## src/rtl/ternary_pkg.sv

```systemverilog
// Shared ternary definitions: trit encodings, default widths and the
// fetch state encoding used by the instruction fetcher.
package ternary_pkg;

    localparam int WORD_SIZE     = 9;
    localparam int MEM_ADDR_SIZE = 3;

    localparam logic [1:0] TRIT_NEG  = 2'b11;
    localparam logic [1:0] TRIT_ZERO = 2'b00;
    localparam logic [1:0] TRIT_POS  = 2'b01;
    localparam logic [1:0] TRIT_INV  = 2'b10;

    typedef enum logic [1:0] {
        S_IDLE    = 2'd0,
        S_WAIT    = 2'd1,
        S_HOLD    = 2'd2,
        S_ADVANCE = 2'd3
    } fetch_state_e;

endpackage

```

## src/rtl/instruction_fetch_if.sv

```systemverilog
// Fetch bus: PC command, memory read, branch redirect, instruction output.
// master = fetcher side, slave = environment (PC, memory, execute, consumer).
interface instruction_fetch_if #(
    parameter int WORD_SIZE     = ternary_pkg::WORD_SIZE,
    parameter int MEM_ADDR_SIZE = ternary_pkg::MEM_ADDR_SIZE
);
    logic [2*MEM_ADDR_SIZE-1:0] pc_in;
    logic                       pc_update_enable;
    logic [2*WORD_SIZE-1:0]     pc_value;
    logic                       mem_req;
    logic [2*MEM_ADDR_SIZE-1:0] mem_addr;
    logic                       mem_ready;
    logic [2*WORD_SIZE-1:0]     mem_data;
    logic                       branch_enable;
    logic [2*WORD_SIZE-1:0]     branch_offset;
    logic [2*WORD_SIZE-1:0]     instr_out;
    logic                       instr_valid;
    logic                       instr_ready;
    logic                       instr_error;

    modport master (
        input  pc_in, mem_ready, mem_data,
        input  branch_enable, branch_offset, instr_ready,
        output pc_update_enable, pc_value, mem_req, mem_addr,
        output instr_out, instr_valid, instr_error
    );

    modport slave (
        output pc_in, mem_ready, mem_data,
        output branch_enable, branch_offset, instr_ready,
        input  pc_update_enable, pc_value, mem_req, mem_addr,
        input  instr_out, instr_valid, instr_error
    );
endinterface

```

## src/rtl/trit_word_check.sv

```systemverilog
// Combinational invalid-trit detector: invalid_o is high when any trit
// of word_i carries the 2'b10 code. Ports: word_i (2*N bits), invalid_o.
module trit_word_check #(
    parameter int N = ternary_pkg::WORD_SIZE
) (
    input  logic [2*N-1:0] word_i,
    output logic           invalid_o
);
    import ternary_pkg::*;

    always_comb begin
        invalid_o = 1'b0;
        for (int i = 0; i < N; i++) begin
            if (word_i[2*i +: 2] == TRIT_INV) begin
                invalid_o = 1'b1;
            end
        end
    end
endmodule

```

## src/rtl/instruction_fetch.sv

```systemverilog
// Ternary instruction fetcher: WAIT/HOLD/ADVANCE loop with branch redirect.
// Ports: clock, reset_enable (sync, active-high), bus (instruction_fetch_if.master).
// Optional macro TRIT_CHECK_EN: replaces words holding invalid trits with NOP
// and pulses instr_error; otherwise data passes raw and instr_error stays 0.
module instruction_fetch #(
    parameter int WORD_SIZE     = ternary_pkg::WORD_SIZE,
    parameter int MEM_ADDR_SIZE = ternary_pkg::MEM_ADDR_SIZE
) (
    input  logic                clock,
    input  logic                reset_enable,
    instruction_fetch_if.master bus
);
    import ternary_pkg::*;

    localparam int W2 = 2 * WORD_SIZE;
    localparam int A2 = 2 * MEM_ADDR_SIZE;

    // +1: trit 0 positive, all higher trits zero
    localparam logic [W2-1:0] PC_STEP = {{(W2-2){1'b0}}, TRIT_POS};

    fetch_state_e    state_q, state_d;
    logic            pend_q, pend_d;
    logic [W2-1:0]   off_q, off_d;
    logic [W2-1:0]   instr_q, instr_d;
    logic            err_q, err_d;
    logic            data_bad;

`ifdef TRIT_CHECK_EN
    trit_word_check #(.N(WORD_SIZE)) u_check (
        .word_i    (bus.mem_data),
        .invalid_o (data_bad)
    );
`else
    assign data_bad = 1'b0;
`endif

    always_comb begin
        state_d              = state_q;
        pend_d               = pend_q;
        off_d                = off_q;
        instr_d              = instr_q;
        err_d                = 1'b0;
        bus.mem_req          = 1'b0;
        bus.mem_addr         = '0;
        bus.instr_valid      = 1'b0;
        bus.pc_update_enable = 1'b0;
        bus.pc_value         = '0;

        unique case (state_q)
            S_IDLE: begin
                state_d = S_WAIT;
            end
            S_WAIT: begin
                bus.mem_req  = 1'b1;
                bus.mem_addr = bus.pc_in;
                if (bus.mem_ready) begin
                    // A redirect makes this word stale: drop it.
                    if (pend_q || bus.branch_enable) begin
                        state_d = S_ADVANCE;
                    end else begin
                        state_d = S_HOLD;
                        if (data_bad) begin
                            instr_d = '0;
                            err_d   = 1'b1;
                        end else begin
                            instr_d = bus.mem_data;
                        end
                    end
                end
            end
            S_HOLD: begin
                bus.instr_valid = 1'b1;
                if (bus.instr_ready || bus.branch_enable) begin
                    state_d = S_ADVANCE;
                end
            end
            S_ADVANCE: begin
                bus.pc_update_enable = 1'b1;
                bus.pc_value         = pend_q ? off_q : PC_STEP;
                pend_d               = 1'b0;
                state_d              = S_WAIT;
            end
            default: begin
                state_d = S_IDLE;
            end
        endcase

        if (bus.branch_enable && state_q != S_IDLE) begin
            pend_d = 1'b1;
            off_d  = bus.branch_offset;
        end
    end

    always_ff @(posedge clock) begin
        if (reset_enable) begin
            state_q <= S_IDLE;
            pend_q  <= 1'b0;
            off_q   <= '0;
            instr_q <= '0;
            err_q   <= 1'b0;
        end else begin
            state_q <= state_d;
            pend_q  <= pend_d;
            off_q   <= off_d;
            instr_q <= instr_d;
            err_q   <= err_d;
        end
    end

    assign bus.instr_out   = instr_q;
    assign bus.instr_error = err_q;

    // Address width is fixed by the interface; keep the local name in use.
    logic [A2-1:0] unused_addr_w;
    assign unused_addr_w = bus.pc_in;
endmodule

```

## src/flat_wrapper.sv

```systemverilog
// flat-port wrapper written by rule: the top's interface ports become plain ports
module instruction_fetch_flat import ternary_pkg::*;
#(
    parameter int WORD_SIZE     = ternary_pkg::WORD_SIZE,
    parameter int MEM_ADDR_SIZE = ternary_pkg::MEM_ADDR_SIZE
)
  (clock, reset_enable, bus_pc_in, bus_mem_ready, bus_mem_data, bus_branch_enable, bus_branch_offset, bus_instr_ready, bus_pc_update_enable, bus_pc_value, bus_mem_req, bus_mem_addr, bus_instr_out, bus_instr_valid, bus_instr_error);
  instruction_fetch_if #(.WORD_SIZE(WORD_SIZE), .MEM_ADDR_SIZE(MEM_ADDR_SIZE)) bus_i ();
  input  logic clock;
  input  logic reset_enable;
  input wire logic [$bits(bus_i.pc_in)-1:0] bus_pc_in;
  input wire logic [$bits(bus_i.mem_ready)-1:0] bus_mem_ready;
  input wire logic [$bits(bus_i.mem_data)-1:0] bus_mem_data;
  input wire logic [$bits(bus_i.branch_enable)-1:0] bus_branch_enable;
  input wire logic [$bits(bus_i.branch_offset)-1:0] bus_branch_offset;
  input wire logic [$bits(bus_i.instr_ready)-1:0] bus_instr_ready;
  output wire logic [$bits(bus_i.pc_update_enable)-1:0] bus_pc_update_enable;
  output wire logic [$bits(bus_i.pc_value)-1:0] bus_pc_value;
  output wire logic [$bits(bus_i.mem_req)-1:0] bus_mem_req;
  output wire logic [$bits(bus_i.mem_addr)-1:0] bus_mem_addr;
  output wire logic [$bits(bus_i.instr_out)-1:0] bus_instr_out;
  output wire logic [$bits(bus_i.instr_valid)-1:0] bus_instr_valid;
  output wire logic [$bits(bus_i.instr_error)-1:0] bus_instr_error;
  assign bus_i.pc_in = bus_pc_in;
  assign bus_i.mem_ready = bus_mem_ready;
  assign bus_i.mem_data = bus_mem_data;
  assign bus_i.branch_enable = bus_branch_enable;
  assign bus_i.branch_offset = bus_branch_offset;
  assign bus_i.instr_ready = bus_instr_ready;
  assign bus_pc_update_enable = bus_i.pc_update_enable;
  assign bus_pc_value = bus_i.pc_value;
  assign bus_mem_req = bus_i.mem_req;
  assign bus_mem_addr = bus_i.mem_addr;
  assign bus_instr_out = bus_i.instr_out;
  assign bus_instr_valid = bus_i.instr_valid;
  assign bus_instr_error = bus_i.instr_error;
  instruction_fetch #(.WORD_SIZE(WORD_SIZE), .MEM_ADDR_SIZE(MEM_ADDR_SIZE)) u_core (.clock(clock), .reset_enable(reset_enable), .bus(bus_i));
endmodule
```

## config.mk

```make
export PLATFORM = sky130hd
export DESIGN_NAME = instruction_fetch_flat
export DESIGN_NICKNAME = d
export VERILOG_FILES = /design/src/rtl/ternary_pkg.sv /design/src/rtl/instruction_fetch_if.sv /design/src/rtl/trit_word_check.sv /design/src/rtl/instruction_fetch.sv /design/src/flat_wrapper.sv
export SDC_FILE = /design/constraint.sdc
export NUM_CORES = 1
export LEC_CHECK = 0
export CAP_MARGIN = 20
export CORE_MARGIN = 4
export CORE_UTILIZATION = 25
export CTS_CLUSTER_DIAMETER = 30
export DETAILED_ROUTE_END_ITERATION = 8
export SLEW_MARGIN = 20
export SYNTH_ARGS = -nofsm -noshare
export SYNTH_HDL_FRONTEND = slang
export SYNTH_SLANG_ARGS = --single-unit
```

## constraint.sdc

```tcl
create_clock -name clock -period 4.4 [get_ports clock]
set_clock_uncertainty 0.15 [all_clocks]
set_input_delay 0.88 -clock clock [delete_from_list [all_inputs] [get_ports clock]]
set_output_delay 0.88 -clock clock [all_outputs]
set_load 0.02 [all_outputs]
```

---- Word-level counts from Yosys, hierarchy flattened ----
Cells that the tools add are included.
word-level totals
  register bits after elaboration ......... 39
  output and inout bits ................... 46
operators by class
  equality and inequality tests ........... 5
  multiplexer cells ....................... 12
  bitwise logic cells ..................... 1
  reduce and logical (&&, ||, !) cells .... 9
operator list
  operator                                             count
  2-to-1 mux 18 bit                                    2
  2-to-1 mux 1 bit                                     6
  2-to-1 mux 6 bit                                     1
  case mux 2 bit (3 select lines)                      1
  equality test 2 bit, second input constant           2
  2-to-1 mux 2 bit                                     2
  nonzero test 2 bit                                   2
  AND reduction 3 bit                                  1
  equality test 2 x 1 -> 1 bit, second input constant  1
  logical NOT 2 bit                                    1
  logical OR 1 bit                                     2
  != test 2 x 1 -> 1 bit, second input constant        1
  != test 2 bit, second input constant                 1
  AND reduction 2 bit                                  1
  OR reduction 2 bit                                   1
  logical AND 1 bit                                    1
  NOT 1 bit                                            1

---- Longest topological paths before layout ----
Gate-level depths: netlist (run 1).
  depth in word-level cells ............... 4
  mapped depth ............................ 7

---- Worst setup path before layout (run 1) ----
Ideal clock, no wire load.
  path type ............................... reg2out
  start ................................... register u_core.state_q[0]
  end ..................................... output bus_pc_value[0]
  arrival ................................. 1.527 ns
  path slack .............................. 1.843 ns
  stages on the path, launching flop included .. 4
  path buffers ............................ 1
  cells stage by stage .................... dfxtp_1 -> ha_1 -> clkbuf_1 -> a21boi_0
on the way
  cells in the longest elaborated chain, start to end .. 2
ends and longest elaborated chain
  element                 RTL line                  RTL
  start, declared         instruction_fetch.sv:21   fetch_state_e state_q, state_d;
  start signal, assigned  instruction_fetch.sv:102  state_q <= state_d;
  equality test 2 bit     instruction_fetch.sv:49   unique case (state_q)
  2-to-1 mux 18 bit       instruction_fetch.sv:49
  end, declared           flat_wrapper.sv:18        output wire logic [$bits(bus_i.pc_value)-1:0] bus_pc_value;
Every way passes these cells.

---- Worst setup path in the final report (run 1) ----
  start ................................... register u_core.state_q[1]
  end ..................................... output bus_pc_value[0]
Same word-level chain as after synthesis.

==> out/summary.txt, run 1 <==
Post-CTS Hold Fix Bufs = 0
Vias per inst = 4.448
Max Slew Vio Count = 0
First-pass GRT wire length = 7803 um
GP Congestion = 0.6915
Reg2reg path depth = 5
Fin crit share = 71.98%
FP Rows = 29
DR vias = 1659
Largest net degree at the start of global routing = 40
Power Total = 0.9129 mW
Hold Crit Depth = 2
Data arrival time of the worst path = 2140 ps
IO Port Bufs = 91
Worst-margin pin slew = 845.8 ps
Final Hold Fails = 0
Fmax = 0.3157 GHz
DIE AREA = 0.008278 sq mm
Synthesized area per cell = 8.121 sq um
Drt first pass iters = 4
Max cap viols = 0
Comb power frac = 23.3%
Drt wl/cell = 12.80 um
Rel. slew slack = 43.61%
Final setup vio count = 0
Clock tree buffer depth = 2
Clock sink count = 39
Pwr Density = 333.5 mW/mm^2
Setup bufs post-CTS = 0
CP endpoint kind = primary output
I/O Pins = 93
Crit start category = flop
Die Wd = 90.99 um
Placed wire-length estimate = 3353 um
DRC errors left = 0
DRT antenna net count = 0
Initial DRC Count = 30
Vias in the first global route = 1601
Post-layout min period = 3167 ps
Cell Area, Synth = 0.001722 sq mm
Unrepaired setup endpoints after global routing = no
Total number of yosys warnings = 0
VDD IR max = 0.1689 mV
Layout Cells excl Fill = 373
Number of synthesized flops with an enable pin = 0
Leak = 1.035 nW
Clk root buf = clkbuf_8
WS Path Type = flop to primary output
Die Ht = 90.99 um
CTS resizes = 0
Most used flip-flop cell after synthesis = dfxtp_1
Layout fillers = 668
Clock-pin slew on the worst setup and hold paths = 70 ps
Core area = 0.006531 sq mm
Sw Ratio = 28.35%
Crit Path Max Fanout = 20
Post-detailed-routing wire length = 4775 um
Synth cell types = 27
Seq/Total Area, Yosys = 45.35%
Internal power = 0.6541 mW
CTS tree = built
Syn_nets = 264
Initial antenna violation count = 0
Status = complete, no violations
Antenna cells = 0
Final setup TNS = 0 ps
Clock latency on the worst-skew pair = 280 ps
Asr flop ratio synth = 0%
Cells after Synth = 212
Final Net Count = 347
Flop and latch count out of synthesis = 39
Area Overhead vs Synth = 59.01%
Worst EP required = 3370 ps
Psw = 0.2588 mW
Overall Global Routing Usage = 11.33%
CTS buffer count = 5
Seq pwr share = 43.8%
HP Class = flop to flop
Clock share of power = 32.9%
Initial core utilization = 26.36%
Ratio of cells with drive above 1 in the final layout = 9.122%
Clock H-tree levels = 2
Remaining global-route overflow = 0
Cell count after placement = 365
==> metrics by stage <==
stage | util [%] | setup slack, ps | hold WS, ps | instance area, sq um
after floorplan | - | 1843 | 281.9 | 1722
after global placement | 40.19 | 1319 | 288.3 | 2625
after detailed placement | 40.19 | 1312 | 293.4 | 2625
after CTS | 41.92 | 1177 | 305.9 | 2738
after global routing | 41.92 | 1059 | 318.3 | 2738
final | 41.92 | 1233 | 301.4 | 2738
==> worst max-delay path: stages, from the launching register on <==
cell and delay, ps:
dfxtp_1 390, ha_1 570, a21boi_0 260, clkdlybuf4s50_1 630
==> final cells by class <==
class / count / area, sq um / share of cell area, %
inverter: 5 / 18.77 / 0.6856
sequential: 39 / 780.7 / 28.52
clock buffer: 5 / 68.82 / 2.514
timing repair buffer: 92 / 913.4 / 33.36
tap: 77 / 96.34 / 3.519
clock inverter: 3 / 43.79 / 1.600
multi-input combinational: 152 / 815.8 / 29.80
==> registers in the layout, indices dropped and copies added (netlist names) <==
name                  cells
u_core.bus.instr_out     18
u_core.off_q             18
u_core.pend_q             1
u_core.state_q            2
==> synthesized netlist by cell type (2+ instances only) <==
cell | number | area [sq um]
nand2_1 | 72 | 270.3
dfxtp_1 | 39 | 780.8
a21oi_1 | 27 | 135.1
and3_1 | 17 | 106.4
a21oi_2 | 10 | 87.58
and2_2 | 6 | 45.04
buf_4 | 5 | 37.54
clkbuf_1 | 5 | 18.77
ha_1 | 5 | 62.56
inv_1 | 5 | 18.77
buf_2 | 3 | 15.01
nand2b_1 | 2 | 12.51
nor2b_1 | 2 | 12.51
==> power groups by stage <==
stage	sequential [mW]	clock (mW)	combinational, mW
final	0.399	0.301	0.213
after global routing	0.404	0.326	0.236
after CTS	0.400	0.313	0.218
after detailed placement	0.408	0	0.217
after global placement	0.407	0	0.215
after floorplan	0.407	0	0.121
==> final timing paths <==
check             slack [ps]                            from                                    end
setup / recovery        1230  u_core.state_q[1]$_SDFFE_PP0P_                        bus_pc_value[0]
hold / removal           300   u_core.off_q[17]$_SDFFE_PP0P_          u_core.off_q[17]$_SDFFE_PP0P_
setup reg to reg        2280  u_core.state_q[1]$_SDFFE_PP0P_  u_core.bus.instr_out[13]$_SDFFE_PP0P_
hold reg to reg          300   u_core.off_q[17]$_SDFFE_PP0P_          u_core.off_q[17]$_SDFFE_PP0P_
==> logic make-up (layout without fill, tap and decap cells) <==
logic type               Yosys count  count (layout)  synth area share, %
buffers and inverters             21             105                7.267
AND/OR/NAND/NOR                  104             104                28.34
AO/OA/AOI/OAI                     42              42                15.19
flip-flops                        39              39                45.35
other                              1               1               0.2178
adder cells (fa/ha/maj)            5               5                3.634
==> cell usage in the layout, fill, tap and decap left out <==
cell type	synthesis	layout
ha_1	5	5
buf_2	3	1
dfxtp_1	39	39
clkinv_4	0	1
nor2b_1	2	2
and4bb_1	1	1
inv_1	5	5
clkdlybuf4s50_1	0	90
clkinv_2	0	1
nand2_2	1	1
bufinv_16	0	1
o211ai_1	1	1
conb_1	1	1
nor2_1	1	1
nand2b_1	2	2
a21oi_2	10	10
nand2_1	72	72
o311a_1	1	1
o21ai_0	1	1
a21boi_0	1	1
o41ai_1	1	1
a21oi_1	27	27
and2_2	6	6
buf_4	5	1
and3_1	17	17
clkbuf_8	0	5
nor3b_1	1	1
nand4bb_1	1	1
==> metal layers <==
metal | wire length [um] | track usage [%] | vias to the layer above | part of all wire, %
li1 | - | - | 851 | -
met1 | 2092 | 14.05 | 750 | 44
met2 | 2234 | 18.39 | 53 | 47
met3 | 415 | 4.711 | 5 | 8.7
met4 | 33 | 2.638 | 0 | 0.69
met5 | 0 | 0 | - | 0
Power figures use the tool's default switching activity.
==> run 2: changes to the inputs <==
==> constraint.sdc (replaced) <==
create_clock -name clock -period 3 [get_ports clock]
set_clock_uncertainty 0.15 [all_clocks]
set_input_delay 0.6 -clock clock [delete_from_list [all_inputs] [get_ports clock]]
set_output_delay 0.6 -clock clock [all_outputs]
set_load 0.02 [all_outputs]
==> out/summary.txt, run 2 (synthesis gave the netlist of run 1 again) <==
Status = complete, no violations
Clock H-tree levels = 2 (unchanged)
Post-layout min period = 2800 ps
Post-detailed-routing wire length = 4796 um (+0.44%)
Vias in the first global route = 1632 (+1.9%)
Setup bufs post-CTS = 0 (unchanged)
IO Port Bufs = 91 (unchanged)
Met1 WL = 2124 um (+1.5%)
Hold_sp = u_core.off_q[7]$_SDFFE_PP0P_
Hold Crit Depth = 2 (unchanged)
Final setup vio count = 0 (unchanged)
Crit path max-delay cell type = clkdlybuf4s50_1
RR Endpoint = u_core.bus.instr_out[6]$_SDFFE_PP0P_
GP Congestion = 0.7130 (+3.1%)
DRC errors left = 0 (unchanged)
Worst hold margin = 298.7 ps (-2.607 ps)
Clock latency on the worst-skew pair = 280 ps (about the same)
CTS buffer count = 5 (unchanged)
Wire length on met3 = 399 um (-3.9%)
Top Metal Used = met4
VDD IR max = 0.2112 mV (+25%)
Worst-margin pin slew = 805.6 ps (-40.20 ps)
Seq pwr share = 45.8% (+2.0 points)
Initial antenna violation count = 0 (unchanged)
Placed wire-length estimate = 3427 um (+2.2%)
Clock sink count = 39 (unchanged)
Clock-pin slew on the worst setup and hold paths = 70 ps (about the same)
DRT antenna net count = 0 (unchanged)
Reg2reg path depth = 5 (unchanged)
Fin crit share = 93.33%
Rel. slew slack = 45.98% (+2.4 points)
First-pass GRT wire length = 7886 um (+1.1%)
HP Class = flop to flop
Final setup TNS = 0 ps (unchanged)
Psw = 0.3574 mW (+38%)
CP endpoint kind = primary output
Largest net degree at the start of global routing = 27 (-33%)
Die Ht = 90.99 um (unchanged)
WS Path Type = flop to primary output
Final core occ = 41.95% (about the same)
I/O Pins = 93 (unchanged)
Layout fillers = 679 (+1.6%)
CTS resizes = 0 (unchanged)
Commonest non-fill, non-tap cell in the layout = clkdlybuf4s50_1
Initial core utilization = 26.36% (unchanged)
Bufs and invs on worst path = 2 (+1)
Comb power frac = 24.6% (+1.3 points)
Overall Global Routing Usage = 11.47% (+0.14 points)
Drt wl/cell = 12.79 um (about the same)
Core area = 0.006531 sq mm (unchanged)
Die Wd = 90.99 um (unchanged)
DR vias = 1640 (-1.1%)
Post-CTS Hold Fix Bufs = 0 (unchanged)
Commonest non-fill, non-tap cells in the layout = 90 x clkdlybuf4s50_1, 72 x nand2_1, 39 x dfxtp_1
Pwr Density = 467.5 mW/mm^2 (+40%)
Hold endpoint = u_core.off_q[7]$_SDFFE_PP0P_
Vias per inst = 4.373 (-1.7%)
Crit path largest cell delay = 610 ps (-20 ps)
Reg-to-reg slack, setup = 910 ps (-1370 ps)
Final Net Count = 349 (+0.58%)
Crit Path Max Fanout = 12 (-40%)
WL met2 = 2232 um (about the same)
Final Hold Fails = 0 (unchanged)
Data arrival time of the worst path = 2050 ps (-90 ps)
FP Rows = 29 (unchanged)
Area Overhead vs Synth = 59.16% (about the same)
Remaining global-route overflow = 0 (unchanged)
Max Slew Vio Count = 0 (unchanged)
Leak = 1.038 nW (+0.34%)
CTS tree = built
Worst R2R Start = u_core.state_q[1]$_SDFFE_PP0P_
Worst EP required = 2250 ps (-1120 ps)
Crit start category = flop
Sw Ratio = 27.90% (-0.45 points)
Drt first pass iters = 3 (-1)
Clk root buf = clkbuf_8
Crit path max-delay family = buffers and inverters
Fmax = 0.3572 GHz
Ratio of cells with drive above 1 in the final layout = 9.396% (+0.27 points)
Max cap viols = 0 (unchanged)
Clock tree buffer depth = 2 (unchanged)
DIE AREA = 0.008278 sq mm (unchanged)
Clock share of power = 29.6% (-3.3 points)
Unrepaired setup endpoints after global routing = no
Internal power = 0.9235 mW (+41%)
Crit path cell chain = ha_1, buf_4, and3_1, clkdlybuf4s50_1
Initial DRC Count = 50 (+67%)
Power Total = 1.281 mW (+40%)
Antenna cells = 0 (unchanged)
[run 2: metrics by stage]
step                cell area (sq um)  std cells  setup slack [ps]
floorplan                        1722        212             722.9
global placement                 2640        367             470.8
detailed placement               2640        367             437.7
CTS                              2740        375             147.6
global route                     2740        375             95.44
finish                           2740        375             200.2
[run 2: layout make-up]
| class | instances | area, sq um | share of cell area [%] |
|---|---|---|---|
| Tap cell | 77 | 96.34 | 3.516 |
| Multi-Input combinational cell | 152 | 815.8 | 29.77 |
| Sequential cell | 39 | 780.7 | 28.49 |
| Timing Repair Buffer | 94 | 928.4 | 33.88 |
| Inverter | 5 | 18.77 | 0.6849 |
| Clock buffer | 8 | 100.1 | 3.653 |
[run 2: per-layer routing]
| metal | vias to the layer above | global-route usage (%) |
|---|---|---|
| met5 | - | 0 |
| met4 | 0 | 3.015 |
| met3 | 5 | 4.380 |
| met2 | 53 | 20.36 |
| met1 | 728 | 12.87 |
| li1 | 854 | - |
[run 2: worst max path at each step]
stage                                               from                               endpoint  slack [ps]  cells past startpoint
after floorplan           u_core.state_q[0]$_SDFFE_PP0P_                        bus_pc_value[0]         720                      3
after global placement                 bus_branch_enable  u_core.bus.instr_out[15]$_SDFFE_PP0P_         470                      4
after detailed placement               bus_branch_enable  u_core.bus.instr_out[15]$_SDFFE_PP0P_         440                      4
after CTS                 u_core.state_q[1]$_SDFFE_PP0P_                        bus_pc_value[9]         150                      4
after global routing      u_core.state_q[0]$_SDFFE_PP0P_                        bus_pc_value[9]         100                      4
final                     u_core.state_q[1]$_SDFFE_PP0P_                        bus_pc_value[9]         200                      4
[run 2: power by group through the flow]
stage	sequential [mW]	clock, mW	combinational (mW)
after detailed placement	0.599	0	0.319
after global placement	0.597	0	0.317
final	0.586	0.380	0.315
after floorplan	0.598	0	0.177
after CTS	0.587	0.406	0.320
after global routing	0.592	0.423	0.349
[run 2: worst register-to-register path: stages, from the launching register on]
cell and delay, ps:
dfxtp_1 350, inv_1 120, ha_1 300, nand4bb_1 680, nand2_1 300, a21oi_2 70
==> run 3: changes to the inputs <==
--- a/config.mk
+++ b/config.mk
@@ -10,6 +10,7 @@
 export CORE_UTILIZATION = 25
 export CTS_CLUSTER_DIAMETER = 30
 export DETAILED_ROUTE_END_ITERATION = 8
+export PLACE_DENSITY = 0.64
 export SLEW_MARGIN = 20
 export SYNTH_ARGS = -nofsm -noshare
 export SYNTH_HDL_FRONTEND = slang
==> out/summary.txt, run 3 (synthesis gave the netlist of run 1 again) <==
Post-layout min period = 2634 ps (-166.1 ps)
Remaining global-route overflow = 0 (unchanged)
Initial core utilization = 26.36% (unchanged)
Worst-margin pin slew = 737.5 ps (-68.16 ps)
Clock H-tree levels = 2 (unchanged)
Post-CTS Hold Fix Bufs = 0 (unchanged)
Antenna cells = 0 (unchanged)
Bufs and invs on worst path = 2 (unchanged)
Leak = 1.057 nW (+1.9%)
CTS resizes = 0 (unchanged)
Die Wd = 90.99 um (unchanged)
GP Congestion = 0.6566 (-7.9%)
Setup bufs post-CTS = 0 (unchanged)
Clk root buf = clkbuf_8
Crit start category = flop
Pwr Density = 487.3 mW/mm^2 (+4.2%)
Ratio of cells with drive above 1 in the final layout = 10.33% (+0.94 points)
Initial antenna violation count = 0 (unchanged)
Fin crit share = 87.79% (-5.5 points)
CP endpoint kind = primary output
Drt wl/cell = 12.74 um (-0.39%)
Die Ht = 90.99 um (unchanged)
DIE AREA = 0.008278 sq mm (unchanged)
Crit path max-delay family = buffers and inverters
Commonest non-fill, non-tap cells in the layout = 90 x clkdlybuf4s50_1, 72 x nand2_1, 39 x dfxtp_1
Clock sink count = 39 (unchanged)
Max cap viols = 0 (unchanged)
Worst EP required = 2250 ps (about the same)
Crit path max-delay cell type = clkdlybuf4s50_1
Crit Path Max Fanout = 20 (+8)
DRT antenna net count = 0 (unchanged)
Post-detailed-routing wire length = 4803 um (+0.15%)
Fmax = 0.3797 GHz (+6.3%)
Layout Cells excl Fill = 377 (+0.53%)
Unrepaired setup endpoints after global routing = no
HP Class = flop to flop
Final Hold Fails = 0 (unchanged)
Reg area = 780.7 sq um (unchanged)
CTS buffer count = 5 (unchanged)
Clock-pin slew on the worst setup and hold paths = 70 ps (about the same)
Initial DRC Count = 51 (+2.0%)
Clock latency on the worst-skew pair = 280 ps (about the same)
Largest net degree at the start of global routing = 28 (+3.7%)
Dpl ws = 469.7 ps (+31.98 ps)
Final setup vio count = 0 (unchanged)
Setup ws final = 366.3 ps (+166.1 ps)
Placed wire-length estimate = 3460 um (+0.97%)
Data arrival time of the worst path = 1880 ps (-170 ps)
IO Port Bufs = 91 (unchanged)
Vias in the first global route = 1607 (-1.5%)
Overall Global Routing Usage = 11.28% (-0.19 points)
Area Overhead vs Synth = 61.05%
Core area = 0.006531 sq mm (unchanged)
Final setup TNS = 0 ps (unchanged)
Clock tree buffer depth = 2 (unchanged)
VDD IR max = 0.2611 mV (+24%)
Drt first pass iters = 4 (+1)
Cell count after placement = 369 (+0.54%)
DRC errors left = 0 (unchanged)
CTS tree = built
Commonest non-fill, non-tap cell in the layout = clkdlybuf4s50_1
Layout fillers = 683 (+0.59%)
Status = complete, no violations
I/O Pins = 93 (unchanged)
WS Path Type = flop to primary output
DR vias = 1658 (+1.1%)
Rel. slew slack = 50.84% (+4.9 points)
FP Rows = 29 (unchanged)
Area of the multi-input gates = 815.8 sq um (unchanged)
First-pass GRT wire length = 7748 um (-1.7%)
Max Slew Vio Count = 0 (unchanged)
Crit path largest cell delay = 630 ps (+20 ps)
Final Net Count = 351 (+0.57%)
Crit path cell chain = ha_1, buf_4, a21boi_0, clkdlybuf4s50_1
Vias per inst = 4.398 (+0.56%)
run 3: changes by cell type in the layout (fill, tap and decap cells not counted):
cell       change
bufinv_16      +1
clkbuf_1       -1
clkbuf_8       -1
clkinv_2       +1
buf_4          +2
run 3: power breakdown:
group	leakage [nW]	internal (mW)	total, mW	switching [mW]
sequential	0.318	0.557	0.585	0.0286
combinational	0.678	0.159	0.317	0.159
clock	0.0612	0.269	0.449	0.180
run 3: worst reg2reg max path, cell delays in order, from the launching register on:
cell	delay, ps
dfxtp_1	390
inv_1	100
ha_1	210
nand2b_1	480
nand2_1	210
a21oi_1	80
run 3: worst paths after layout:
kind	start	to	slack [ps]	cells past startpoint
max	u_core.state_q[0]$_SDFFE_PP0P_	bus_pc_value[0]	370	4
min	u_core.off_q[14]$_SDFFE_PP0P_	u_core.off_q[14]$_SDFFE_PP0P_	300	2
max reg2reg	u_core.state_q[0]$_SDFFE_PP0P_	u_core.off_q[17]$_SDFFE_PP0P_	1260	5
min reg2reg	u_core.off_q[14]$_SDFFE_PP0P_	u_core.off_q[14]$_SDFFE_PP0P_	300	2
run 3: metal layers:
metal	wire length, um	GRT usage [%]	part of all wire, %
met5	0	0	0
met3	465	5.041	9.7
met2	2226	18.76	46
met1	2089	13.22	43
met4	20	3.015	0.42
run 3: final cells by class:
cell class,instances,share of cell area [%]
sequential,39,28.16
timing repair buffer,96,34.03
inverter,5,0.6769
clock buffer,6,2.978
multi-input combinational,152,29.42
tap,77,3.475
clock inverter,2,1.264
run 3: through the flow:
stage | hold slack (ps) | area (sq um) | total power [mW] | util [%]
floorplan | 281.9 | 1722 | 0.7748 | -
global placement | 288.5 | 2655 | 0.9141 | 40.65
detailed placement | 294.3 | 2655 | 0.9196 | 40.65
CTS | 305.4 | 2773 | 1.380 | 42.45
global route | 323.8 | 2773 | 1.436 | 42.45
finish | 302.1 | 2773 | 1.351 | 42.45
